--- config.mk ---
export PLATFORM = sky130hd
export DESIGN_NAME = adc_frame_packer
export DESIGN_NICKNAME = d
export VERILOG_FILES = /design/src/rtl/adc_frame_packer.sv
export SDC_FILE = /design/constraint.sdc
export NUM_CORES = 2
export LEC_CHECK = 0
export CORE_ASPECT_RATIO = 0.8
export CORE_UTILIZATION = 25
export CTS_CLUSTER_SIZE = 16
export DETAILED_ROUTE_END_ITERATION = 7
export PLACE_DENSITY = 0.45
export SLEW_MARGIN = 25
export SYNTH_ARGS = -nofsm -noshare
export SYNTH_HDL_FRONTEND = slang
export SYNTH_SLANG_ARGS = --single-unit
--- constraint.sdc ---
create_clock -name clk -period 90.1 [get_ports clk]
set_input_delay 27.03 -clock clk [delete_from_list [all_inputs] [get_ports clk]]
set_output_delay 27.03 -clock clk [all_outputs]
set_load 0.01 [all_outputs]
--- src/rtl/adc_frame_packer.sv ---
// -----------------------------------------------------------------------------
// adc_frame_packer
// Transmit-side source for the lane ADC interface. Collects a serial stream of
// per-channel IQ samples (channel 0 flagged by s_sof) into one packed frame
// {chN-1_Q, chN-1_I, ..., ch0_Q, ch0_I} and pulses adc_valid for one cycle per
// completed frame. A start-of-frame that arrives before the frame is complete
// counts as a framing error; the partial frame is dropped and a new frame
// starts with that sample.
//
// Optional build macro: ADC_OFFSET_BINARY_EN
//   defined   - s_i / s_q are offset-binary; the MSB is inverted on capture
//   undefined - samples are stored bit-exact
//
// Ports:
//   clk             in   system clock, rising edge
//   rst             in   asynchronous active-high reset
//   en              in   packer enable, gates s_ready
//   s_i, s_q        in   I / Q sample of the current channel
//   s_sof           in   marks channel 0 of a frame
//   s_valid         in   sample present
//   s_ready         out  sample accepted this cycle (combinational)
//   adc_data_packed out  last completed frame
//   adc_valid       out  one-cycle pulse, adc_data_packed is new
//   frame_cnt       out  completed frames, wraps
//   sync_err_cnt    out  framing errors, saturates at 255
//   busy            out  partial frame held
// -----------------------------------------------------------------------------
module adc_frame_packer #(
    parameter int unsigned NUM_CH    = 24,
    parameter int unsigned IQ_WIDTH  = 16,
    parameter int unsigned CNT_WIDTH = 16
) (
    input  logic                         clk,
    input  logic                         rst,
    input  logic                         en,
    input  logic [IQ_WIDTH-1:0]          s_i,
    input  logic [IQ_WIDTH-1:0]          s_q,
    input  logic                         s_sof,
    input  logic                         s_valid,
    output logic                         s_ready,
    output logic [NUM_CH*2*IQ_WIDTH-1:0] adc_data_packed,
    output logic                         adc_valid,
    output logic [CNT_WIDTH-1:0]         frame_cnt,
    output logic [7:0]                   sync_err_cnt,
    output logic                         busy
);

    localparam int unsigned PAIR_W  = 2 * IQ_WIDTH;
    localparam int unsigned FRAME_W = NUM_CH * PAIR_W;
    localparam int unsigned CH_W    = (NUM_CH > 1) ? $clog2(NUM_CH) : 1;
    localparam int unsigned LAST_CH = NUM_CH - 1;

    typedef enum logic {
        ST_WAIT_SOF = 1'b0,
        ST_FILL     = 1'b1
    } state_t;

    state_t              r_state;
    state_t              w_state_nxt;
    logic [CH_W-1:0]     r_ch_cnt;
    logic [FRAME_W-1:0]  r_buf;
    logic [FRAME_W-1:0]  r_data;
    logic                r_valid;
    logic [CNT_WIDTH-1:0] r_frame_cnt;
    logic [7:0]          r_err_cnt;

    logic                w_accept;
    logic                w_last_ch;
    logic [IQ_WIDTH-1:0] w_i;
    logic [IQ_WIDTH-1:0] w_q;
    logic [PAIR_W-1:0]   w_sample;
    logic [FRAME_W-1:0]  w_frame;

    // FSM decode outputs
    logic                w_start;     // sample to slot 0, ch_cnt <= 1
    logic                w_fill;      // sample to slot ch_cnt, ch_cnt++
    logic                w_complete;  // publish frame
    logic                w_sync_err;  // premature start-of-frame

    // en is ignored while reset is asserted
    assign s_ready  = en & ~rst;
    assign w_accept = s_valid & s_ready;
    assign w_last_ch = (r_ch_cnt == CH_W'(LAST_CH));

    // Sample capture, optional offset-binary to two's complement
`ifdef ADC_OFFSET_BINARY_EN
    assign w_i = {~s_i[IQ_WIDTH-1], s_i[IQ_WIDTH-2:0]};
    assign w_q = {~s_q[IQ_WIDTH-1], s_q[IQ_WIDTH-2:0]};
`else
    assign w_i = s_i;
    assign w_q = s_q;
`endif
    assign w_sample = {w_q, w_i};

    // Completed frame: held slots plus the final sample in the last slot
    always_comb begin
        w_frame = r_buf;
        w_frame[LAST_CH*PAIR_W +: PAIR_W] = w_sample;
    end

    // State register
    always_ff @(posedge clk or posedge rst) begin
        if (rst) begin
            r_state <= ST_WAIT_SOF;
        end else begin
            r_state <= w_state_nxt;
        end
    end

    // Next-state logic
    always_comb begin
        w_state_nxt = r_state;
        case (r_state)
            ST_WAIT_SOF: begin
                if (w_accept && s_sof && (NUM_CH > 1)) begin
                    w_state_nxt = ST_FILL;
                end
            end
            ST_FILL: begin
                if (w_accept && !s_sof && w_last_ch) begin
                    w_state_nxt = ST_WAIT_SOF;
                end
            end
            default: w_state_nxt = ST_WAIT_SOF;
        endcase
    end

    // Output decode
    always_comb begin
        w_start    = 1'b0;
        w_fill     = 1'b0;
        w_complete = 1'b0;
        w_sync_err = 1'b0;
        case (r_state)
            ST_WAIT_SOF: begin
                if (w_accept && s_sof) begin
                    // a single-channel frame completes on its SOF sample
                    if (NUM_CH == 1) begin
                        w_complete = 1'b1;
                    end else begin
                        w_start = 1'b1;
                    end
                end
            end
            ST_FILL: begin
                if (w_accept) begin
                    if (s_sof) begin
                        w_sync_err = 1'b1;
                        w_start    = 1'b1;
                    end else if (w_last_ch) begin
                        w_complete = 1'b1;
                    end else begin
                        w_fill = 1'b1;
                    end
                end
            end
            default: ;
        endcase
    end

    // Assembly buffer, output frame and statistics
    always_ff @(posedge clk or posedge rst) begin
        if (rst) begin
            r_ch_cnt    <= '0;
            r_buf       <= '0;
            r_data      <= '0;
            r_valid     <= 1'b0;
            r_frame_cnt <= '0;
            r_err_cnt   <= '0;
        end else begin
            r_valid <= 1'b0;
            if (w_start) begin
                r_buf[0 +: PAIR_W] <= w_sample;
                r_ch_cnt           <= CH_W'(1);
            end
            if (w_fill) begin
                r_buf[32'(r_ch_cnt) * PAIR_W +: PAIR_W] <= w_sample;
                r_ch_cnt <= r_ch_cnt + CH_W'(1);
            end
            if (w_complete) begin
                r_data      <= w_frame;
                r_valid     <= 1'b1;
                r_frame_cnt <= r_frame_cnt + CNT_WIDTH'(1);
                r_ch_cnt    <= '0;
            end
            if (w_sync_err && (r_err_cnt != 8'hFF)) begin
                r_err_cnt <= r_err_cnt + 8'd1;
            end
        end
    end

    assign adc_data_packed = r_data;
    assign adc_valid       = r_valid;
    assign frame_cnt       = r_frame_cnt;
    assign sync_err_cnt    = r_err_cnt;
    assign busy            = (r_state == ST_FILL);

endmodule

==> results.md <==
- Starting DRT DRC Count: approximately 2600
- Hold Buf Count CTS: 0
- Least-Margin Pin Slew: between 1000 and 1500 ps
- Congestion Overflow GR: 0
- Syn avg cell area: 13.34 um^2
- Worst Skew: about 50 ps
- Number of global-route vias before repair: 38900
- Share of cells above drive strength 1: around a quarter
- DR pass1 iterations: 7
- Mapped Cells: around 4400
- Num ports: between 800 and 900
- Yosys reg bits: approximately 1500
- Met1 WL: approximately 92000 um
- Post-synthesis adder-cell area fraction: 0.1069%
- Register-to-Register Setup Slack: roughly 85000 ps
- Number of setup buffers added after CTS: 0
- Die H: around 430 um
- Crit path kind: primary input to output pin
- Simple-gate share of the synthesized area: under 10%
- Synth Area in XOR/XNOR: 0.3890%
- CORE AREA: between 0.2 and 0.25 mm^2
- CP startpoint: rst
- Final Setup Violations: 0
- First-pass GRT wire length: approximately 310000 um
- Multi-input combinational cell area: 0.01866 mm^2
- GP Congestion: approximately 0.75
- Static Leak: between 30 and 40 nW
- Initial Util: 25.20%
- Post-CTS sizing: 0
- Async SR Flop Fraction: 100.0%
- Post-synth cell types: between 40 and 50
- Setup WS post-layout: around 35000 ps
- H-tree depth: 4
- Worst VDD drop: around 0.012 mV
- Leading area contributor after synthesis: dfrtp_1
- Fraction of synthesized area in multiplexers: approximately a fifth
- Wirelength per Cell: about 26 um
- Worst-path cell chain: clkdlybuf4s50_1 > nor2b_1 > clkdlybuf4s50_1
- Dpl hpwl: ~140000 um
- Clock transition at the registers of the reported paths: about 60 ps
- Total GRT Usage: 18.60%
- CP max stage cell: clkdlybuf4s50_1
- Crit start category: primary input
- Yosys warns: 0
- WL met2: 101000 um
- Status: finished clean
- Ys flop type: dfrtp_1
- Min-delay worst type: register to register
- Synth top area cells: dfrtp_1 (66%), mux2_2 (17%), o21ai_0 (4.1%), nand2_1 (3.7%), o31ai_1 (2.4%)
- Endpoints failing hold: 0
- DR vias: ~38000
- Pwr per Cell Area: about 20 mW/mm^2
- Max layer used: met5
- Period Utilization, post-route: 61.46%
- Levels on crit path: 3
- Post-Route WL: ~220000 um
- EDFF count, synth: 0
- Die width: ~540 um
- Number of port buffers: slightly above 800
- Synth top cells by count: dfrtp_1 (1535), mux2_2 (901), nand2_1 (581)
- Data required time of the worst path: 63070 ps
- Max Root-Sink Buffers: 4
- Reg-to-Reg End: adc_data_packed[293]
- Crit. End Element: output pin
- TritonCTS clock tree: built
- RSZ-0062 raised after global routing: false
- CTS Root Cell: clkbuf_16
- Largest net degree at the start of global routing: 173
- CP bufs+invs: 2
- Kind of cell adding the most delay to the critical path: buffers and inverters
- Min cycle time layout: roughly 55000 ps
- Slew HR: a little over a fifth
- Fill cells: approximately 23000
- Max Freq: 18.06 MHz
- # DRC: 0
- Final nets: 5236
- Main combinational cell family by area after synthesis: multiplexers
- Clock sink total: approximately 1500
- Num CTS Buffers: roughly 180
- Most common cell in the netlist: dfrtp_1
- Post-Route Setup TNS: 0 ps
- Crit-path max cell delay: about 570 ps
- Share of the synthesized area in the top cell type: around 66%
- Layout overhead on the synthesized area: 29.94%
- Final Max Tran Viols: 0
- Metal3 WL: around 21000 um
- Via density per instance: approximately 4.5
- Antenna viol nets, final: 0
- Full die area: roughly 0.24 mm^2
- Register area: 0.03841 mm^2
- Complex-gate fraction of the synthesized area: approximately 6.7%
- Worst setup path end: s_ready
- CP arrival: approximately 28000 ps
- Syn Nets: roughly 4400
- Cell area after synthesis: slightly below 0.06 mm^2
- Seq/Total Area, Yosys: between 60% and 70%
- Max Cap Viol: 0
- Clk_lat worst skew: between 800 and 900 ps
- Initial antenna violation count: 32
- CP most frequent cell: clkdlybuf4s50_1
- Worst slack, placed: around 35000 ps
- Row count: 158
- R2R cell count: 8
- Crit-path max FO: 4
- R2R Path Start: r_ch_cnt[0]
[final cells by class]
cell class | instances | share of cell area, %
antenna | 20 | 0.06579
clock buffer | 260 | 6.745
clock inverter | 36 | 0.5658
inverter | 100 | 0.5033
multi-input combinational | 2445 | 24.53
sequential | 1535 | 50.49
tap | 3120 | 5.132
timing repair buffer | 935 | 11.96
[worst min-delay path by stage]
stage	from	end	slack, ps	cells after the start
6_report	r_buf[624]	adc_data_packed[624]	470	1
3_5_place_dp	r_buf[615]	r_buf[615]	460	2
2_1_floorplan	r_buf[100]	r_buf[100]	440	2
5_1_grt	r_buf[467]	adc_data_packed[467]	480	1
3_3_place_gp	r_buf[189]	r_buf[189]	450	2
4_1_cts	r_buf[275]	adc_data_packed[275]	470	1
[where the power goes]
part / leakage [nW] / total, mW / switching, mW / internal [mW]
logic: 11.0 / 0.118 / 0.0971 / 0.0213
registers: 20.9 / 0.711 / 0.00804 / 0.703
clock network: 2.73 / 0.703 / 0.293 / 0.410
total: 34.6 / 1.53 / 0.398 / 1.13
[logic make-up after synthesis]
logic type / Yosys count
mux: 996
compound gates: 688
fa+ha+maj: 5
buf+inv: 409
flops: 1535
xor+xnor: 26
simple gates: 730
[sequential cells by signal (all words and copies together), names as in the netlist]
signal	cells
adc_valid	1
busy	1
frame_cnt	16
adc_data_packed	768
r_buf	736
sync_err_cnt	8
r_ch_cnt	5
[layout by cell type, fill, tap and decap left out, types with 11 or more instances in the layout]
cell and instances:
nand2_1 577, dfrtp_1 1535, clkbuf_8 39, buf_4 90, buf_2 31, nor2_1 22
o21ai_0 479, o31ai_1 184, diode_2 20, xnor2_1 18, mux2i_1 94, clkbuf_16 177
nand4_1 13, nand3_1 53, mux2_2 901, clkbuf_1 44, clkdlybuf4s50_1 800, clkinv_2 18
inv_1 99, o21ai_1 11
[routing by layer]
layer	vias up	track usage (%)
met5	-	0
met4	8	5.974
met2	1146	29.10
met3	286	6.664
met1	19580	23.77
li1	16860	-
[per-stage QoR]
step	hold WS, ps	instance area (um^2)	total power [mW]	std cells	utilization [%]
final	465.4	76070	1.532	8451	32.75
after CTS	470.8	75920	1.560	8427	32.68
after global placement	453.8	70320	0.8448	8130	30.27
after detailed placement	460.1	70360	0.8462	8131	30.29
after floorplan	442.9	58540	0.7809	4389	-
after global routing	484.6	76040	1.595	8438	32.74
Power figures use the tool's default switching activity.
